$ cat src/rtl/encoder_pkg.sv
// Shared definitions for the quadrature encoder generator: FSM state
// encoding and the default counter width.
package encoder_pkg;

  typedef enum logic [1:0] {
    ST_IDLE   = 2'd0,
    ST_RUN    = 2'd1,
    ST_FINISH = 2'd2
  } state_t;

  localparam int DEFAULT_CNT_W = 16;

endpackage

$ cat src/rtl/quad_encoder_gen_if.sv
// Control/status bundle of the quadrature encoder generator. The master
// side launches and configures the generator; the slave side is the
// generator itself.
interface quad_encoder_gen_if #(
  parameter int CNT_W = encoder_pkg::DEFAULT_CNT_W
);
  logic             start;
  logic             stop;
  logic [CNT_W-1:0] period;
  logic [CNT_W-1:0] half;
  logic [CNT_W-1:0] phase;
  logic [CNT_W-1:0] burst_num;
  logic             direction;
  logic             enc_a;
  logic             enc_b;
  logic             enc_z;
  logic             busy;
  logic             done;
  logic [CNT_W-1:0] period_cnt;

  modport master (
    output start, stop, period, half, phase, burst_num, direction,
    input  enc_a, enc_b, enc_z, busy, done, period_cnt
  );

  modport slave (
    input  start, stop, period, half, phase, burst_num, direction,
    output enc_a, enc_b, enc_z, busy, done, period_cnt
  );
endinterface

$ cat src/rtl/encoder_phase_decode.sv
// Per-channel level decode: a channel sits at its active level while the
// position within the period is at or below the half-period point.
module encoder_phase_decode #(
  parameter int CNT_W    = encoder_pkg::DEFAULT_CNT_W,
  parameter bit POLARITY = 1'b1
) (
  input  logic [CNT_W-1:0] count,
  input  logic [CNT_W-1:0] half,
  output logic             level
);

  assign level = (count <= half) ? POLARITY : ~POLARITY;

endmodule

$ cat src/rtl/quad_encoder_gen.sv
// Quadrature encoder waveform generator (A/B with programmable phase lag,
// optional index pulse Z). Optional feature macro: ENCODER_INDEX_EN adds
// the index channel; without it enc_z is tied to IDLE_LEVEL.
module quad_encoder_gen
  import encoder_pkg::*;
#(
  parameter int CNT_W      = DEFAULT_CNT_W,
  parameter bit IDLE_LEVEL = 1'b0,
  parameter bit POLARITY   = 1'b1,
  parameter int INDEX_DIV  = 4
) (
  input  logic                 clk,
  input  logic                 rstn,
  quad_encoder_gen_if.slave    bus
);

  if (INDEX_DIV < 1) begin : g_bad_index_div
    $error("INDEX_DIV must be at least 1");
  end

  state_t           state, state_n;
  logic [CNT_W-1:0] cnt, period_cnt;
  logic [CNT_W-1:0] sh_period, sh_half, sh_phase, sh_burst;
  logic             sh_dir, stop_pend;
  logic             enc_a_q, enc_b_q, enc_z_q;
  logic             launch, wrap, last_wrap;
  logic [CNT_W-1:0] bcnt;
  logic             raw_a, raw_b;

  assign launch    = (state == ST_IDLE) && bus.start && (bus.period != '0);
  assign wrap      = (state == ST_RUN) && (cnt == sh_period);
  assign last_wrap = wrap && (stop_pend ||
                     ((sh_burst != '0) && (period_cnt + CNT_W'(1) == sh_burst)));

  // B position lags A by sh_phase, wrapping around the period. Modular
  // arithmetic keeps the intermediate sum correct even at full width.
  assign bcnt = (cnt >= sh_phase) ? cnt - sh_phase
                                  : cnt + sh_period + CNT_W'(1) - sh_phase;

  encoder_phase_decode #(.CNT_W(CNT_W), .POLARITY(POLARITY)) u_dec_a (
    .count (cnt),
    .half  (sh_half),
    .level (raw_a)
  );

  encoder_phase_decode #(.CNT_W(CNT_W), .POLARITY(POLARITY)) u_dec_b (
    .count (bcnt),
    .half  (sh_half),
    .level (raw_b)
  );

  // State register.
  // NOTE: sequential state uses non-blocking assignments so every flop
  // samples pre-edge values regardless of block evaluation order.
  always_ff @(posedge clk) begin
    if (!rstn) state <= ST_IDLE;
    else       state <= state_n;
  end

  // Next-state decode.
  // NOTE: the default assignment first means every path assigns state_n,
  // so no latch is inferred.
  always_comb begin
    state_n = state;
    case (state)
      ST_IDLE:   if (launch)    state_n = ST_RUN;
      ST_RUN:    if (last_wrap) state_n = ST_FINISH;
      ST_FINISH:                state_n = ST_IDLE;
      default:                  state_n = ST_IDLE;
    endcase
  end

  // Shadow configuration, position counter, period counter and stop flag.
  always_ff @(posedge clk) begin
    if (!rstn) begin
      cnt        <= '0;
      period_cnt <= '0;
      stop_pend  <= 1'b0;
      sh_period  <= '0;
      sh_half    <= '0;
      sh_phase   <= '0;
      sh_burst   <= '0;
      sh_dir     <= 1'b0;
    end else if (launch) begin
      sh_period  <= bus.period;
      sh_half    <= bus.half;
      sh_phase   <= (bus.phase > bus.period) ? bus.period : bus.phase;
      sh_burst   <= bus.burst_num;
      sh_dir     <= bus.direction;
      cnt        <= '0;
      period_cnt <= '0;
      stop_pend  <= 1'b0;
    end else if (state == ST_RUN) begin
      if (bus.stop) stop_pend <= 1'b1;
      if (wrap) begin
        cnt        <= '0;
        period_cnt <= period_cnt + CNT_W'(1);
        sh_dir     <= bus.direction;
      end else begin
        cnt <= cnt + CNT_W'(1);
      end
    end
  end

  // Registered A/B outputs, swapped when B is to lead.
  always_ff @(posedge clk) begin
    if (!rstn) begin
      enc_a_q <= IDLE_LEVEL;
      enc_b_q <= IDLE_LEVEL;
    end else if (state == ST_RUN) begin
      enc_a_q <= sh_dir ? raw_b : raw_a;
      enc_b_q <= sh_dir ? raw_a : raw_b;
    end else begin
      enc_a_q <= IDLE_LEVEL;
      enc_b_q <= IDLE_LEVEL;
    end
  end

`ifdef ENCODER_INDEX_EN
  localparam int IDX_W = (INDEX_DIV > 1) ? $clog2(INDEX_DIV) : 1;

  logic [IDX_W-1:0] idx_cnt;

  // Modulo-INDEX_DIV period counter selecting which periods carry an index.
  always_ff @(posedge clk) begin
    if (!rstn)       idx_cnt <= '0;
    else if (launch) idx_cnt <= '0;
    else if (wrap)   idx_cnt <= (idx_cnt == IDX_W'(INDEX_DIV - 1)) ? '0
                                                                  : idx_cnt + IDX_W'(1);
  end

  // Index pulse at position 0 of each selected period, aligned with A/B.
  always_ff @(posedge clk) begin
    if (!rstn)                 enc_z_q <= IDLE_LEVEL;
    else if (state == ST_RUN)  enc_z_q <= ((cnt == '0) && (idx_cnt == '0)) ? POLARITY : ~POLARITY;
    else                       enc_z_q <= IDLE_LEVEL;
  end
`else
  assign enc_z_q = IDLE_LEVEL;
`endif

  assign bus.enc_a      = enc_a_q;
  assign bus.enc_b      = enc_b_q;
  assign bus.enc_z      = enc_z_q;
  assign bus.busy       = (state != ST_IDLE);
  assign bus.done       = (state == ST_FINISH);
  assign bus.period_cnt = period_cnt;

endmodule

$ cat src/flat_wrapper.sv
// flat-port wrapper written by rule: the top's interface ports become plain ports
module quad_encoder_gen_flat import encoder_pkg::*;
#(
  parameter int CNT_W      = DEFAULT_CNT_W,
  parameter bit IDLE_LEVEL = 1'b0,
  parameter bit POLARITY   = 1'b1,
  parameter int INDEX_DIV  = 4
)
  (clk, rstn, bus_start, bus_stop, bus_period, bus_half, bus_phase, bus_burst_num, bus_direction, bus_enc_a, bus_enc_b, bus_enc_z, bus_busy, bus_done, bus_period_cnt);
  quad_encoder_gen_if #(.CNT_W(CNT_W)) bus_i ();
  input  logic clk;
  input  logic rstn;
  input wire logic [$bits(bus_i.start)-1:0] bus_start;
  input wire logic [$bits(bus_i.stop)-1:0] bus_stop;
  input wire logic [$bits(bus_i.period)-1:0] bus_period;
  input wire logic [$bits(bus_i.half)-1:0] bus_half;
  input wire logic [$bits(bus_i.phase)-1:0] bus_phase;
  input wire logic [$bits(bus_i.burst_num)-1:0] bus_burst_num;
  input wire logic [$bits(bus_i.direction)-1:0] bus_direction;
  output wire logic [$bits(bus_i.enc_a)-1:0] bus_enc_a;
  output wire logic [$bits(bus_i.enc_b)-1:0] bus_enc_b;
  output wire logic [$bits(bus_i.enc_z)-1:0] bus_enc_z;
  output wire logic [$bits(bus_i.busy)-1:0] bus_busy;
  output wire logic [$bits(bus_i.done)-1:0] bus_done;
  output wire logic [$bits(bus_i.period_cnt)-1:0] bus_period_cnt;
  assign bus_i.start = bus_start;
  assign bus_i.stop = bus_stop;
  assign bus_i.period = bus_period;
  assign bus_i.half = bus_half;
  assign bus_i.phase = bus_phase;
  assign bus_i.burst_num = bus_burst_num;
  assign bus_i.direction = bus_direction;
  assign bus_enc_a = bus_i.enc_a;
  assign bus_enc_b = bus_i.enc_b;
  assign bus_enc_z = bus_i.enc_z;
  assign bus_busy = bus_i.busy;
  assign bus_done = bus_i.done;
  assign bus_period_cnt = bus_i.period_cnt;
  quad_encoder_gen #(.CNT_W(CNT_W), .IDLE_LEVEL(IDLE_LEVEL), .POLARITY(POLARITY), .INDEX_DIV(INDEX_DIV)) u_core (.clk(clk), .rstn(rstn), .bus(bus_i));
endmodule
$ cat config.mk
export PLATFORM = sky130hd
export DESIGN_NAME = quad_encoder_gen_flat
export DESIGN_NICKNAME = d
export VERILOG_FILES = /design/src/rtl/encoder_pkg.sv /design/src/rtl/quad_encoder_gen_if.sv /design/src/rtl/encoder_phase_decode.sv /design/src/rtl/quad_encoder_gen.sv /design/src/flat_wrapper.sv
export SDC_FILE = /design/constraint.sdc
export NUM_CORES = 1
export LEC_CHECK = 0
export ABC_AREA = 1
export BUFFER_PORTS_ARGS = -buffer_cell sky130_fd_sc_hd__buf_2
export CAP_MARGIN = 20
export CORE_AREA = 5 5 140 209
export CTS_CLUSTER_DIAMETER = 120
export CTS_CLUSTER_SIZE = 30
export DETAILED_ROUTE_END_ITERATION = 8
export DIE_AREA = 0 0 145 214
export PLACE_DENSITY = 0.47
export SLEW_MARGIN = 40
export SYNTH_ARGS = -nofsm -noshare
export SYNTH_HDL_FRONTEND = slang
export SYNTH_SLANG_ARGS = --single-unit
$ cat constraint.sdc
create_clock -name clk -period 8.4 [get_ports clk]
set_clock_uncertainty 0.1 [all_clocks]
set_input_delay 0.42 -clock clk [delete_from_list [all_inputs] [get_ports clk]]
set_output_delay 0.42 -clock clk [all_outputs]
set_load 0.02 [all_outputs]
==> reports/metrics.json <==
{
  "holdWs": {"value": 0.152, "unit": "ns"},
  "resize_count_post_cts": {"value": 0},
  "numCtsBuffers": {"value": 9},
  "final-setup-viol-count": {"value": 0},
  "detail_route.iter0.violations": {"value": 260},
  "ctsHtreeMaxLevel": {"value": 3},
  "path_max_fanout": {"value": 3},
  "timing.final.max_slew_violations": {"value": 0},
  "setup.worst_path.start_class": {"value": "flip-flop"},
  "antenna_found_initial": {"value": 0},
  "period_needed": {"value": 4.21, "unit": "ns"},
  "tritoncts_num_sinks": {"value": 102},
  "status": {"value": "complete, no violations"},
  "cts-hold-fix-buffers": {"value": 0},
  "count_leader_synth": {"value": "sky130_fd_sc_hd__nand2_1"},
  "cp.arrival": {"value": 4.36, "unit": "ns"},
  "cell_count_after_synthesis": {"value": 1149},
  "required_time_of_the_critical_path": {"value": 8.55, "unit": "ns"},
  "finalNetCount": {"value": 1393},
  "die-area": {"value": 31000, "unit": "µm²"},
  "syn2layout_area_growth": {"value": 13.4, "unit": "%"},
  "dr_total_vias": {"value": 7621},
  "met2RoutedLength": {"value": 13.2, "unit": "mm"},
  "cts.path.max_buffers": {"value": 2},
  "postSynthAreaPerCell": {"value": 6.97, "unit": "µm²"},
  "cts_setup_buffers": {"value": 0},
  "power_density": {"value": 295, "unit": "nW/µm²"},
  "antennaDiodeCount": {"value": 0},
  "numPlacedInstances": {"value": 1556},
  "top_layer_used": {"value": "met4"},
  "synthesis.nets": {"value": 1317},
  "synth_enable_flop_cells": {"value": 0},
  "die_w": {"value": 145, "unit": "µm"},
  "synth_top_cell_area_share": {"value": 0.255},
  "synth_top_family_by_area": {"value": "simple AND/OR/NAND/NOR gates"},
  "post_synth_xor_area_fraction": {"value": 0.0500},
  "synth_compound_area_frac": {"value": 0.155},
  "setup.worst_path.class": {"value": "reg2reg"},
  "unrepaired_setup_endpoints_after_global_routing": {"value": "false"},
  "yosys-top-cells-count": {"value": "sky130_fd_sc_hd__nand2_1, sky130_fd_sc_hd__inv_1, sky130_fd_sc_hd__dfxtp_1"},
  "gp_congestion": {"value": 0.943},
  "slew-limit-headroom": {"value": 0.533},
  "fraction_of_final_layout_cells_with_drive_strength_greater_than_1": {"value": 0.117},
  "yosys.area.top_type": {"value": "sky130_fd_sc_hd__dfxtp_1"},
  "grt_first_pass_wirelength": {"value": 41.2, "unit": "mm"},
  "async_flop_share": {"value": 0},
  "yosys_register_bits": {"value": 102},
  "postSynth.topFlopCell": {"value": "sky130_fd_sc_hd__dfxtp_1"},
  "grt_max_degree": {"value": 45},
  "global_route.usage.total": {"value": 0.164},
  "number_of_hold_violations_in_the_final_report": {"value": 0},
  "ioPinCount": {"value": 90},
  "vdd.ir_drop.worst": {"value": 0.123, "unit": "mV"},
  "finalSetupTns": {"value": 0, "unit": "ns"},
  "drt_pass1_iterations": {"value": 4},
  "die_height": {"value": 214, "unit": "µm"},
  "ys_warns": {"value": 0},
  "first_global_vias": {"value": 7970},
  "min_period_over_period": {"value": 0.501},
  "routed_wire_length_per_instance": {"value": 16.3, "unit": "µm"},
  "starting_utilization_of_the_core_area": {"value": 0.295},
  "syn_area": {"value": 8010, "unit": "µm²"},
  "area_fraction_in_and_or_nand_and_nor_cells_after_synthesis": {"value": 0.261},
  "drc": {"value": 0},
  "clock-root-buffer": {"value": "sky130_fd_sc_hd__clkbuf_16"},
  "detailedPlacementHpwl": {"value": 21.4, "unit": "mm"},
  "port_buffers": {"value": 88},
  "max_freq": {"value": 0.238, "unit": "GHz"},
  "tritoncts": {"value": "built"},
  "route.layer.met1.wl": {"value": 10.7, "unit": "mm"},
  "finish.cell_count_without_fillers": {"value": 1572},
  "vias_per_cell": {"value": 4.85},
  "crit_path_end_kind": {"value": "flip-flop"},
  "clk_transition_reported_paths": {"value": 0.07, "unit": "ns"},
  "synth.area.top_cells": {"value": "sky130_fd_sc_hd__dfxtp_1, sky130_fd_sc_hd__ha_1, sky130_fd_sc_hd__nand2_1"},
  "synth-adder-area-share": {"value": 0.170},
  "worst_pin_slew": {"value": 0.691, "unit": "ns"},
  "number_of_max_capacitance_violations_reported": {"value": 0},
  "clkLatencyLatePin": {"value": 0.36, "unit": "ns"},
  "mux_share_of_post_synthesis_cell_area": {"value": 0.00375},
  "p_leak": {"value": 0.00423, "unit": "µW"},
  "route.final.wire_length": {"value": 25.7, "unit": "mm"},
  "wl_met3": {"value": 884, "unit": "µm"},
  "proportion_of_synthesized_chip_area_in_sequential_cells": {"value": 0.255},
  "yosys.cell_types.count": {"value": 49},
  "antenna_violating_nets_post_route": {"value": 0},
  "worst_hold_path_type": {"value": "in2reg"},
  "core_area": {"value": 27100, "unit": "µm²"},
  "fill_cells": {"value": 3013},
  "globalRouteOverflowTotal": {"value": 0},
  "std_cell_rows": {"value": 74}
}
final cells by class:
class                           instances  area (µm²)  area share
Multi-Input combinational cell        836        5150       0.567
Sequential cell                       102        2040       0.225
Inverter                              185         696      0.0766
Timing Repair Buffer                   91         463      0.0510
Tap cell                              342         428      0.0471
Clock buffer                            9         225      0.0248
Clock inverter                          7        73.8     0.00813
flip-flops by register name, summed over array words and instances (netlist names):
register / count
u_core.bus.enc_a: 1
u_core.sh_period: 16
u_core.bus.enc_b: 1
u_core.stop_pend: 1
u_core.cnt: 16
u_core.sh_half: 16
u_core.sh_dir: 1
u_core.sh_burst: 16
u_core.sh_phase: 16
u_core.bus.period_cnt: 16
u_core.state: 2
stage by stage:
| step | utilization | power, µW | worst slack (ns) | cell area (µm²) |
|---|---|---|---|---|
| after floorplan | - | 1840 | 4.69 | 8010 |
| after CTS | 0.334 | 2710 | 4.06 | 9070 |
| after global routing | 0.335 | 2960 | 3.76 | 9080 |
| after detailed placement | 0.323 | 2260 | 4.06 | 8770 |
| final | 0.335 | 2680 | 4.19 | 9080 |
| after global placement | 0.323 | 2260 | 4.19 | 8770 |
report_power, final:
| part | switching (µW) | internal (µW) |
|---|---|---|
| combinational | 1020 | 606 |
| sequential | 50.4 | 565 |
| clock | 203 | 232 |
kinds of logic (layout without fill, tap and decap cells):
family	Yosys count	after routing
AND/OR/NAND/NOR	471	471
AO/OA/AOI/OAI	221	221
buffers and inverters	211	292
flip-flops	102	102
adder cells (fa/ha/maj)	99	99
XOR/XNOR	41	41
multiplexers	3	3
other	1	1
metal layers:
metal | global-route usage | up-vias
met5 | 0 | -
met4 | 0.0666 | 0
met3 | 0.0230 | 45
met2 | 0.303 | 157
met1 | 0.188 | 3461
li1 | - | 3958
cells in the final DEF, fill, tap and decap left out, drive strengths merged, types with 2 or more instances in the layout:
cell     instances
xnor3            3
mux2i            3
nor4             9
a21o             5
xor2            23
o22ai           44
fa              16
o21bai           2
o21ai           72
nand2          261
or2              4
nor2            76
clkbuf           9
nor3b            5
a21oi           79
inv            185
nand4           20
a211oi           5
o2111ai          3
dfxtp          102
buf             91
ha              83
xnor2           15
nand3           72
clkinv           5
nor3            21
o31ai            4
o21a             4
worst paths after layout:
check / start / depth (start not counted) / endpoint / slack (ns)
worst max register to register: u_core.sh_phase[0] / 27 / u_core.bus.enc_b / 4.19
worst max-delay path: u_core.sh_phase[0] / 27 / u_core.bus.enc_b / 4.19
worst min-delay path: bus_burst_num[6] / 3 / u_core.sh_burst[6] / 0.15
worst min register to register: u_core.stop_pend / 2 / u_core.stop_pend / 0.35
critical path: stages (launching register included):
cell                        delay [ns]
sky130_fd_sc_hd__dfxtp_1          0.33
sky130_fd_sc_hd__inv_1            0.08
sky130_fd_sc_hd__fa_1             0.56
sky130_fd_sc_hd__inv_1            0.05
sky130_fd_sc_hd__ha_1             0.16
sky130_fd_sc_hd__nor2_1           0.19
sky130_fd_sc_hd__inv_1            0.08
sky130_fd_sc_hd__fa_1             0.40
sky130_fd_sc_hd__nand3_1          0.10
sky130_fd_sc_hd__nand2_1          0.13
sky130_fd_sc_hd__nand3_1          0.10
sky130_fd_sc_hd__nand3_1          0.17
sky130_fd_sc_hd__nand2_1          0.10
sky130_fd_sc_hd__nand2_1          0.05
sky130_fd_sc_hd__a21oi_1          0.16
sky130_fd_sc_hd__nor2_1           0.07
sky130_fd_sc_hd__nor2_1           0.09
sky130_fd_sc_hd__a21oi_1          0.08
sky130_fd_sc_hd__ha_1             0.27
sky130_fd_sc_hd__nand2_1          0.04
sky130_fd_sc_hd__inv_1            0.07
sky130_fd_sc_hd__nand3_1          0.10
sky130_fd_sc_hd__nor3_1           0.18
sky130_fd_sc_hd__o21ai_0          0.13
sky130_fd_sc_hd__o2111ai_1        0.09
sky130_fd_sc_hd__nand2_1          0.09
sky130_fd_sc_hd__nand2_1          0.06
sky130_fd_sc_hd__a21oi_1          0.06
Power figures use the tool's default switching activity.
